**config.mk**
```make
export PLATFORM = sky130hd
export DESIGN_NAME = lif_neuron_array_flat
export DESIGN_NICKNAME = d
export VERILOG_FILES = /design/src/rtl/lif_neuron_array_if.sv /design/src/rtl/lif_neuron_array.sv /design/src/flat_wrapper.sv
export SDC_FILE = /design/constraint.sdc
export NUM_CORES = 1
export LEC_CHECK = 0
export ABC_CLOCK_PERIOD_IN_PS = 11750
export BUFFER_PORTS_ARGS = -buffer_cell sky130_fd_sc_hd__buf_2
export CORE_MARGIN = 2
export CORE_UTILIZATION = 60
export DETAILED_ROUTE_END_ITERATION = 8
export PLACE_DENSITY = 0.82
export SLEW_MARGIN = 20
export SYNTH_ARGS = -nofsm -noshare
export SYNTH_HDL_FRONTEND = slang
export SYNTH_SLANG_ARGS = --single-unit
```
**constraint.sdc**
```tcl
create_clock -name clk -period 11.75 [get_ports clk]
set_input_delay 1.175 -clock clk [delete_from_list [all_inputs] [get_ports clk]]
set_output_delay 1.175 -clock clk [all_outputs]
set_load 0.02 [all_outputs]
```
**src/rtl/lif_neuron_array_if.sv**
```systemverilog
// rtl/lif_neuron_array_if.sv - stimulus, config and observation bundle of the LIF neuron array
interface lif_neuron_array_if #(
  parameter int N     = 4,
  parameter int W_IN  = 8,
  parameter int W_MEM = 12,
  parameter int W_CNT = 8,
  parameter int W_SEL = (N > 1) ? $clog2(N) : 1
);
  logic                  en;
  logic [N*W_IN-1:0]     in_current;
  logic                  cfg_we;
  logic [1:0]            cfg_addr;
  logic [W_MEM-1:0]      cfg_data;
  logic [W_SEL-1:0]      mon_sel;
  logic [N-1:0]          spike;
  logic [W_MEM-1:0]      mon_potential;
  logic [W_CNT-1:0]      spike_cnt;

  modport master (
    output en, in_current, cfg_we, cfg_addr, cfg_data, mon_sel,
    input  spike, mon_potential, spike_cnt
  );

  modport slave (
    input  en, in_current, cfg_we, cfg_addr, cfg_data, mon_sel,
    output spike, mon_potential, spike_cnt
  );
endinterface

```
**src/rtl/lif_neuron_array.sv**
```systemverilog
// rtl/lif_neuron_array.sv - N leaky integrate-and-fire neurons stepped by a shared timestep strobe
module lif_neuron_array #(
  parameter int N           = 4,
  parameter int W_IN        = 8,
  parameter int W_MEM       = 12,
  parameter int W_REF       = 3,
  parameter int W_CNT       = 8,
  parameter int THRESH_INIT = 100,
  parameter int LEAK_INIT   = 3
) (
  input logic               clk,
  input logic               rst,
  lif_neuron_array_if.slave bus
);
  localparam int W_SUM = W_CNT + $clog2(N + 1);

  logic signed [W_MEM-1:0] v       [N];
  logic signed [W_MEM-1:0] v_nxt   [N];
  logic [W_REF-1:0]        ref_cnt [N];
  logic [W_REF-1:0]        ref_nxt [N];
  logic [N-1:0]            spike_q, spike_nxt;
  logic signed [W_MEM-1:0] mon_q, mon_nxt;
  logic [W_CNT-1:0]        cnt_q, cnt_nxt;
  logic [W_SUM-1:0]        cnt_sum;

  logic signed [W_MEM-1:0] threshold;
  logic [3:0]              leak_shift;
  logic [W_REF-1:0]        refrac_period;
  logic                    mode;

  // Overflow of a (W_MEM+1)-bit sum shows as disagreement of its two top bits.
  function automatic logic signed [W_MEM-1:0] sat(input logic signed [W_MEM:0] x);
    if (x[W_MEM] != x[W_MEM-1])
      sat = x[W_MEM] ? {1'b1, {(W_MEM-1){1'b0}}} : {1'b0, {(W_MEM-1){1'b1}}};
    else
      sat = x[W_MEM-1:0];
  endfunction

  always_comb begin
    logic signed [W_MEM-1:0] vl;
    logic signed [W_MEM-1:0] vn;
    logic [W_IN-1:0]         cur;
    spike_nxt = '0;
    vl        = '0;
    vn        = '0;
    cur       = '0;
    for (int i = 0; i < N; i++) begin
      v_nxt[i]   = v[i];
      ref_nxt[i] = ref_cnt[i];
      if (bus.en) begin
        if (ref_cnt[i] != '0) begin
          ref_nxt[i] = ref_cnt[i] - 1'b1;
        end else begin
          cur = bus.in_current[i*W_IN +: W_IN];
          vl  = (leak_shift == 4'd0) ? v[i] : v[i] - (v[i] >>> leak_shift);
          vn  = sat({vl[W_MEM-1], vl} + {{(W_MEM+1-W_IN){cur[W_IN-1]}}, cur});
          if (vn >= threshold) begin
            spike_nxt[i] = 1'b1;
            v_nxt[i]     = mode ? sat({vn[W_MEM-1], vn} - {threshold[W_MEM-1], threshold})
                                : '0;
            ref_nxt[i]   = refrac_period;
          end else begin
            v_nxt[i] = vn;
          end
        end
      end
    end
  end

  always_comb begin
    cnt_sum = W_SUM'(cnt_q);
    for (int i = 0; i < N; i++)
      cnt_sum = cnt_sum + W_SUM'(spike_nxt[i]);
    if (cnt_sum > W_SUM'({W_CNT{1'b1}}))
      cnt_nxt = '1;
    else
      cnt_nxt = cnt_sum[W_CNT-1:0];
  end

  // Monitor shows the value the selected neuron holds after this edge.
  always_comb begin
    mon_nxt = '0;
    if (int'(bus.mon_sel) < N)
      mon_nxt = v_nxt[bus.mon_sel];
  end

  always_ff @(posedge clk) begin
    if (rst) begin
      for (int i = 0; i < N; i++) begin
        v[i]       <= '0;
        ref_cnt[i] <= '0;
      end
      spike_q       <= '0;
      mon_q         <= '0;
      cnt_q         <= '0;
      threshold     <= W_MEM'(THRESH_INIT);
      leak_shift    <= 4'(LEAK_INIT);
      refrac_period <= '0;
      mode          <= 1'b0;
    end else begin
      for (int i = 0; i < N; i++) begin
        v[i]       <= v_nxt[i];
        ref_cnt[i] <= ref_nxt[i];
      end
      spike_q <= spike_nxt;
      mon_q   <= mon_nxt;
      cnt_q   <= cnt_nxt;
      if (bus.cfg_we) begin
        case (bus.cfg_addr)
          2'd0:    threshold     <= bus.cfg_data;
          2'd1:    leak_shift    <= bus.cfg_data[3:0];
          2'd2:    refrac_period <= bus.cfg_data[W_REF-1:0];
          default: mode          <= bus.cfg_data[0];
        endcase
      end
    end
  end

  assign bus.spike         = spike_q;
  assign bus.mon_potential = mon_q;
  assign bus.spike_cnt     = cnt_q;
endmodule

```
**src/flat_wrapper.sv**
```systemverilog
// flat-port wrapper written by rule: the top's interface ports become plain ports
module lif_neuron_array_flat 
#(
  parameter int N           = 4,
  parameter int W_IN        = 8,
  parameter int W_MEM       = 12,
  parameter int W_REF       = 3,
  parameter int W_CNT       = 8,
  parameter int THRESH_INIT = 100,
  parameter int LEAK_INIT   = 3
)
  (clk, rst, bus_en, bus_in_current, bus_cfg_we, bus_cfg_addr, bus_cfg_data, bus_mon_sel, bus_spike, bus_mon_potential, bus_spike_cnt);
  lif_neuron_array_if #(.N(N), .W_IN(W_IN), .W_MEM(W_MEM), .W_CNT(W_CNT)) bus_i ();
  input logic clk;
  input logic rst;
  input wire logic [$bits(bus_i.en)-1:0] bus_en;
  input wire logic [$bits(bus_i.in_current)-1:0] bus_in_current;
  input wire logic [$bits(bus_i.cfg_we)-1:0] bus_cfg_we;
  input wire logic [$bits(bus_i.cfg_addr)-1:0] bus_cfg_addr;
  input wire logic [$bits(bus_i.cfg_data)-1:0] bus_cfg_data;
  input wire logic [$bits(bus_i.mon_sel)-1:0] bus_mon_sel;
  output wire logic [$bits(bus_i.spike)-1:0] bus_spike;
  output wire logic [$bits(bus_i.mon_potential)-1:0] bus_mon_potential;
  output wire logic [$bits(bus_i.spike_cnt)-1:0] bus_spike_cnt;
  assign bus_i.en = bus_en;
  assign bus_i.in_current = bus_in_current;
  assign bus_i.cfg_we = bus_cfg_we;
  assign bus_i.cfg_addr = bus_cfg_addr;
  assign bus_i.cfg_data = bus_cfg_data;
  assign bus_i.mon_sel = bus_mon_sel;
  assign bus_spike = bus_i.spike;
  assign bus_mon_potential = bus_i.mon_potential;
  assign bus_spike_cnt = bus_i.spike_cnt;
  lif_neuron_array #(.N(N), .W_IN(W_IN), .W_MEM(W_MEM), .W_REF(W_REF), .W_CNT(W_CNT), .THRESH_INIT(THRESH_INIT), .LEAK_INIT(LEAK_INIT)) u_core (.clk(clk), .rst(rst), .bus(bus_i));
endmodule
```
==> impl_metrics.csv, run 1 <==
group,metric,value,unit
run_status,status,"complete, no violations",
critical_path,crit_buf_inv,3,
drt,vias,14900,
floorplan,initial_utilization,60.9,%
timing,finalSetupTns,0,ns
floorplan,rows,56,
yosys,synth_cell_types,96,
yosys,synthTopCellsByCount,"nor2_1 (191), a21oi_1 (176), nand2_1 (164)",
yosys,synth_ff_type,"dfxtp_1",
critical_path,required,12.04,ns
final_layout,drive_gt1_share,10.0,%
critical_path,crit_arrival,10.54,ns
critical_path,critPathSlowestCell,"dfxtp_1",
cts,clkTransAtPathRegs,0.07,ns
global_routing,top_usage_layer,"met2",
cts,ctsResizeCount,0,
timing,finalWorstSetupSlack,1.50,ns
drt,via_per_inst,6.72,
timing,rsz0062_at_grt,"false",
global_routing,grt_pass1_wl,72.2,mm
cts,cts_root_buffer,"clkbuf_16",
global_routing,use_met2,55.7,%
yosys,ys_async_sr_fraction,0,%
cts,cts_num_sinks,104,
yosys,syn-num-nets,2110,
global_routing,grt_use_met1,51.8,%
timing,clock_skew,0.00559,ns
timing,finalHoldViolCount,0,
yosys,netlist_instances,1886,
timing,relSlewSlack,24.2,%
timing,fin_crit,10.25,ns
yosys,yosysSeqAreaShare,14.6,%
hold_path,hold_class,"register to register",
cts,postCtsHoldBufs,0,
floorplan,die-area,0.0250,sq mm
global_routing,gr-total-overflow,0,
yosys,synth_edf_count,0,
yosys,synth.area.top_cells,"dfxtp_1 (15%), ha_1 (14%), a21oi_1 (6.2%)",
yosys,synth.cell_area,0.0142,sq mm
yosys,ys_ff_latch,104,
critical_path,rrSetupSlack,1.50,ns
drt,drt-initial-drc-count,1678,
drt,route.detailed.drc,0,
yosys,yosysWarnings,0,
floorplan,die_y,158,microns
critical_path,cpMostUsedCell,"ha_1",
critical_path,startpoint_type,"register",
yosys,syn_area_per_cell,7.55,sq um
floorplan,io_pins,76,
global_routing,antenna_found_initial,1,
placement,dp_slack,1.51,ns
drt,first_pass_iters,9,
floorplan,die_w,158,microns
drt,drt_wl_total,46.2,mm
cts,clock_path_buffers,2,
cts,cts_made_buffers,9,
timing,worst_slew_pin_slew,1.13,ns
global_routing,grt_max_degree,57,
critical_path,endpoint_kind,"register",
cts,cts_setup_buffers,0,
timing,setup_viol,0,
cts,clock_latency,0.37,ns
yosys,synth_most_common_cell,"nor2_1",
final_layout,n_antenna_cell,0,
global_routing,met3_usage,7.34,%
timing,fmax,97.6,MHz
job,maxCapViolCount,0,
floorplan,coreArea,0.0234,sq mm
drt,ant_nets,0,
critical_path,path_max_fanout,26,
critical_path,critPathTopFamily,"compound AO/OA/AOI/OAI gates",
critical_path,critPathKind,"register to register",
critical_path,max_stage_delay,0.81,ns
final_layout,area_growth,5.62,%
global_routing,track_usage,36.8,%
timing,slew_viol_final,0,
timing,fin_crit_sh,87.2,%
global_routing,grt_pass1_vias,13500,
placement,routabilityCongestion,1.02,
placement,dp_hpwl,36.5,mm
drt,wl_per_cell,20.8,microns
final_layout,final_nets,2123,
cts,cts_tree,"built",
yosys,synth_largest_area_cell,"dfxtp_1",
cts,htree_levels,3,
placement,port-buffer-count,75,
yosys,yosys.area.top_type_share,14.6,%
==> flip-flops by register name, summed over array words and instances (netlist names) <==
signal,cells
u_core.v,48
u_core.ref_cnt,12
u_core.leak_shift,4
u_core.bus.mon_potential,12
u_core.threshold,12
u_core.bus.spike,4
u_core.mode,1
u_core.refrac_period,3
u_core.bus.spike_cnt,8
==> cell usage in the layout (no fill, tap or decap), types with 14 or more instances in the layout <==
cell type / n
o211ai_1: 19
inv_1: 100
a211oi_1: 32
nor2_1: 191
mux2i_1: 44
ha_1: 158
nand2_1: 163
dfxtp_1: 102
and2_1: 17
o31ai_1: 20
a21oi_1: 176
xor2_1: 39
buf_2: 75
o21ai_0: 118
xnor2_1: 59
nor2b_1: 30
nand2b_1: 28
or3_1: 15
mux4_2: 19
nor3_1: 47
o21a_1: 28
and3_1: 16
a21o_1: 58
nand3_1: 30
mux2_2: 26
a31oi_1: 28
fa_1: 14
==> cell families after synthesis <==
group / synth area share, %
XOR/XNOR: 6.22
adder cells (fa/ha/maj): 16.4
AO/OA/AOI/OAI: 30.2
AND/OR/NAND/NOR: 19.5
flip-flops: 14.6
multiplexers: 8.15
buffers and inverters: 4.88
==> area by class of cell <==
cell class / instances / area (sq um)
Sequential cell: 104 / 2090
Timing Repair Buffer: 82 / 428
Tap cell: 319 / 399
Clock inverter: 4 / 30.0
Clock buffer: 11 / 243
Fill cell: 2139 / 8360
Multi-Input combinational cell: 1601 / 11500
Inverter: 101 / 379
==> tightest hold or removal path: stages, from the launching register on <==
cell	delay [ns]
dfxtp_1	0.31
nand2_1	0.05
a21oi_1	0.05
==> layer usage <==
metal  vias up  wire (microns)
li1       7010               -
met1      6945           19700
met2       826           19600
met3       141            5230
met4         2            1680
met5         -               5
==> stage by stage <==
step	hold slack, ns	util [%]	cells	cell area [sq um]
after detailed placement	0.447	63.1	2207	14800
after CTS	0.456	64.3	2222	15000
after floorplan	0.432	-	1886	14200
after global routing	0.479	64.3	2222	15000
after global placement	0.440	63.1	2207	14800
final	0.454	64.3	2222	15000
==> worst paths after layout <==
check,from,to,cells after the start
setup reg to reg,u_core.leak_shift[0],u_core.bus.spike_cnt[2],39
setup / recovery,u_core.leak_shift[0],u_core.bus.spike_cnt[2],39
hold / removal,u_core.threshold[3],u_core.threshold[3],2
hold reg to reg,u_core.threshold[3],u_core.threshold[3],2
Power of run 1 is left out: the tool's default activity adds up to more than one toggle a clock period on the data nets, which glitch-free logic cannot reach.
==> inputs of run 2 (changes only) <==
ABC_AREA = 1   (was unset)
SLEW_MARGIN = 10   (was 20)
==> impl_metrics.csv, run 2 <==
group,metric,value,unit
final_layout,largest-register,"u_core.v",
placement,routabilityCongestion,1.06,
placement,dp_hpwl,40.7,mm
timing,slew_viol_final,0,
hold_path,hold_class,"register to register",
placement,port-buffer-count,75,
cts,clock_latency,0.36,ns
global_routing,track_usage,39.0,%
cts,cts_setup_buffers,0,
global_routing,antenna_found_initial,1,
floorplan,initial_utilization,60.6,%
global_routing,gr-total-overflow,0,
floorplan,coreArea,0.0241,sq mm
cts,cts_root_buffer,"clkbuf_16",
yosys,syn_area_per_cell,5.86,sq um
drt,route.detailed.drc,0,
timing,fmax,99.4,MHz
critical_path,required,12.06,ns
cts,clock_path_buffers,2,
run_status,status,"complete, no violations",
yosys,synth.cell_area,0.0146,sq mm
final_layout,final_util,63.9,%
final_layout,final_nets,2732,
cts,clkTransAtPathRegs,0.07,ns
yosys,synth_edf_count,0,
global_routing,grt_pass1_vias,15600,
yosys,ys_ff_latch,104,
final_layout,mostFrequentLayoutCells,"nand2_1 (739), inv_1 (297), a21oi_1 (256), nand3_1 (207), o21ai_0 (197)",
floorplan,die-area,0.0256,sq mm
yosys,netlist_instances,2493,
global_routing,grt_pass1_wl,80.4,mm
drt,first_pass_iters,7,
timing,fin_crit_sh,85.6,%
critical_path,crit_arrival,10.37,ns
floorplan,rows,57,
critical_path,r2r_cells,52,
floorplan,die_w,160,microns
yosys,synth.area.top_cells,"nand2_1 (19%), dfxtp_1 (14%), ha_1 (14%)",
yosys,yosys.area_share.simple,34.7,%
critical_path,critPathSlowestCell,"nor2_1",
yosys,synth_cell_types,55,
yosys,synth_top_family_by_area,"simple AND/OR/NAND/NOR gates",
critical_path,endpoint_kind,"register",
cts,ctsResizeCount,0,
yosys,synth.mux.area_fraction,0.617,%
cts,cts_num_sinks,104,
yosys,ys_async_sr_fraction,0,%
drt,ant_nets,0,
floorplan,io_pins,76,
final_layout,area_growth,5.48,%
critical_path,max_stage_delay,0.71,ns
yosys,synth_ff_type,"dfxtp_1",
cts,cts_tree,"built",
timing,setup_viol,0,
drt,drt-initial-drc-count,1851,
timing,finalSetupTns,0,ns
final_layout,largest_register_ffs,48,
final_layout,fin_cells,2836,
yosys,yosysSeqAreaShare,14.3,%
timing,relSlewSlack,29.4,%
yosys,synthTopCellsByCount,"nand2_1 (739), inv_1 (297), a21oi_1 (256)",
yosys,yosysWarnings,0,
yosys,synthXorXnorAreaFrac,4.37,%
yosys,yosys.area.top_type_share,19.0,%
timing,rsz0062_at_grt,"false",
cts,cts_made_buffers,9,
timing,clock_skew,0.00616,ns
drt,wl_per_cell,17.8,microns
critical_path,startpoint_type,"register",
final_layout,n_antenna_cell,0,
final_layout,drive_gt1_share,6.09,%
timing,worst_slew_pin_slew,1.06,ns
yosys,synth_compound_area_share,20.2,%
yosys,synth_most_common_cell,"nand2_1",
timing,fin_crit,10.06,ns
cts,postCtsHoldBufs,0,
drt,drt_wl_total,50.5,mm
yosys,syn-num-nets,2717,
timing,finalHoldViolCount,0,
critical_path,path_max_fanout,22,
yosys,synth_largest_area_cell,"nand2_1",
yosys,yosys.area_share.adder,15.5,%
hold_path,min_delay_path_depth,2,
cts,htree_levels,3,
global_routing,grt_max_degree,71,
job,maxCapViolCount,0,
drt,vias,16800,
placement,dp.cells,2821,
critical_path,cpMostUsedCell,"inv_1",
critical_path,critPathKind,"register to register",
floorplan,die_y,160,microns
final_layout,final_common_cell,"nand2_1",
drt,via_per_inst,5.94,
## run 2: changes by cell type after synthesis, sizes merged, moves of 35 or more
cell   change
nand2    +586
inv      +198
nand3    +182
o21ai     +79
a21oi     +77
a21o      -52
mux2i     -35
xnor2     -35
## run 2: final timing paths
check	to	startpoint	slack, ns
max	u_core.bus.spike_cnt[0]	u_core.leak_shift[3]	1.69
max reg2reg	u_core.bus.spike_cnt[0]	u_core.leak_shift[3]	1.69
min reg2reg	u_core.ref_cnt[0][2]	u_core.ref_cnt[0][2]	0.50
min	u_core.ref_cnt[0][2]	u_core.ref_cnt[0][2]	0.50
## run 2: stage by stage
step / hold slack (ns) / setup WS [ns] / area (sq um)
2_1_floorplan: 0.469 / 3.69 / 14600
3_3_place_gp: 0.480 / 2.10 / 15100
3_5_place_dp: 0.488 / 1.90 / 15100
4_1_cts: 0.499 / 1.85 / 15400
5_1_grt: 0.534 / 0.704 / 15400
6_report: 0.501 / 1.69 / 15400
## run 2: cell families after synthesis
kind of cell	after synthesis
DFF	104
buffers and inverters	382
AOI/OAI and AO/OA	544
xor gates and xnor gates	72
adders and majority gates	172
muxes	9
and+or+nand+nor	1210
## run 2: worst max-delay path, delay by kind of cell, from the launching register on
family,cells,cell delay [ns]
flops,1,0.46
simple gates,24,3.87
compound gates,9,1.15
fa+ha+maj,8,2.72
buf+inv,9,1.41
xor+xnor,2,0.36
## run 2: per-layer routing
metal | part of all wire, % | track usage, % | vias to the layer above
li1 | - | - | 8285
met1 | 41 | 48.4 | 7570
met2 | 45 | 65.0 | 806
met3 | 7.9 | 5.43 | 180
met4 | 6.4 | 22.1 | 2
met5 | 0.024 | 0 | -
## run 2: layout make-up
class / instances / area (sq um)
inverters: 303 / 1140
flip-flops and latches: 104 / 2080
clock buffers: 11 / 253
multi-input cells: 2007 / 11000
clock inverters: 4 / 76.3
well taps: 324 / 405
repair buffers: 83 / 435
fillers: 2456 / 8700
Power of run 2 is left out for the same reason.
==> inputs of run 3 (changes only) <==
ABC_AREA = unset   (was 1)
==> impl_metrics.csv, run 3 (synthesis results as in run 1) <==
group,metric,value,unit
cts,cts_tree,"built",
placement,routabilityCongestion,1.02,
timing,setup_viol,0,
cts,clock_latency,0.37,ns
timing,finalHoldViolCount,0,
final_layout,fill_cells,2144,
critical_path,required,12.04,ns
placement,port-buffer-count,75,
cts,cts_setup_buffers,0,
critical_path,crit_buf_inv,2,
drt,vias,14900,
global_routing,grt_pass1_vias,13500,
placement,place_area,0.0148,sq mm
cts,cts_made_buffers,9,
final_layout,final_util,64.3,%
critical_path,crit_arrival,10.75,ns
floorplan,die-area,0.0250,sq mm
critical_path,endpoint_kind,"register",
timing,fin_crit,10.46,ns
timing,clock_skew,0.00990,ns
final_layout,final_nets,2123,
floorplan,initial_utilization,60.9,%
drt,via_per_inst,6.71,
final_layout,largest-register,"u_core.v",
critical_path,startpoint_type,"register",
drt,drt_wl_total,46.3,mm
final_layout,largest_register_ffs,48,
drt,wl_per_cell,20.8,microns
floorplan,rows,56,
timing,fmax,95.6,MHz
floorplan,coreArea,0.0234,sq mm
floorplan,io_pins,76,
critical_path,critPathTopFamily,"compound AO/OA/AOI/OAI gates",
critical_path,max_stage_delay,1.14,ns
timing,relSlewSlack,19.5,%
timing,fin_crit_sh,89.0,%
global_routing,track_usage,36.8,%
job,maxCapViolCount,0,
critical_path,path_max_fanout,54,
global_routing,grt_pass1_wl,72.2,mm
final_layout,final_area,0.0150,sq mm
global_routing,antenna_found_initial,1,
critical_path,critPathKind,"register to register",
cts,cts_root_buffer,"clkbuf_16",
cts,ctsResizeCount,0,
cts,postCtsHoldBufs,0,
final_layout,area_growth,5.57,%
cts,cts_num_sinks,104,
drt,drt-initial-drc-count,1874,
final_layout,mostFrequentLayoutCells,"nor2_1 (191), a21oi_1 (176), nand2_1 (163), ha_1 (158), o21ai_0 (118)",
final_layout,final_common_cell,"nor2_1",
run_status,status,"complete, no violations",
placement,dp.cells,2207,
drt,first_pass_iters,8,
timing,slew_viol_final,0,
floorplan,die_y,158,microns
timing,rsz0062_at_grt,"false",
global_routing,grt_max_degree,57,
critical_path,critPathSlowestCell,"dfxtp_2",
critical_path,cpMostUsedCell,"ha_1",
drt,route.detailed.drc,0,
cts,clkTransAtPathRegs,0.07,ns
final_layout,n_antenna_cell,0,
cts,clock_path_buffers,2,
hold_path,hold_class,"register to register",
global_routing,gr-total-overflow,0,
final_layout,drive_gt1_share,9.98,%
timing,worst_slew_pin_slew,1.21,ns
drt,ant_nets,0,
placement,dp_hpwl,36.5,mm
cts,htree_levels,3,
floorplan,die_w,158,microns
timing,finalSetupTns,0,ns
final_layout,fin_cells,2222,
run 3: cell count changes in the layout (fill, tap and decap cells not counted), moves of 52 or more:
cell	previous run	this run
nand3_1	207	30
a21o_1	6	58
a21oi_1	256	176
o21ai_0	197	118
nand2_1	739	163
inv_1	297	100
run 3: area by class of cell:
type / instances / area [sq um] / area share [%]
clock buffer: 11 / 243 / 1.61
clock inverter: 4 / 30.0 / 0.200
inverter: 101 / 379 / 2.52
multi-input combinational: 1601 / 11500 / 76.3
sequential: 104 / 2080 / 13.9
tap: 319 / 399 / 2.65
timing repair buffer: 82 / 428 / 2.85
run 3: per-stage QoR:
| stage | setup slack (ns) | hold slack, ns |
|---|---|---|
| final | 1.29 | 0.454 |
| after global routing | 0.358 | 0.479 |
| after CTS | 1.47 | 0.456 |
| after detailed placement | 1.51 | 0.447 |
| after global placement | 1.84 | 0.440 |
| after floorplan | 2.93 | 0.432 |
run 3: path summary, 6_finish.rpt:
kind                                                end  cells after the start                  from  slack [ns]
worst min register to register      u_core.threshold[3]                      2   u_core.threshold[3]        0.45
worst max-delay path            u_core.bus.spike_cnt[0]                     38  u_core.leak_shift[1]        1.29
worst min-delay path                u_core.threshold[3]                      2   u_core.threshold[3]        0.45
worst max register to register  u_core.bus.spike_cnt[0]                     38  u_core.leak_shift[1]        1.29
run 3: tightest hold or removal path: stages, from the launching register on:
cell     delay (ns)
dfxtp_1        0.31
nand2_1        0.05
a21oi_1        0.05
run 3: per-layer routing:
metal | global-route usage (%) | up-vias | routed length [microns]
li1 | - | 7016 | -
met1 | 51.8 | 6902 | 19800
met2 | 55.7 | 869 | 19600
met3 | 7.34 | 120 | 5290
met4 | 13.1 | 2 | 1600
met5 | 0 | - | 5
Power of run 3 is left out for the same reason.
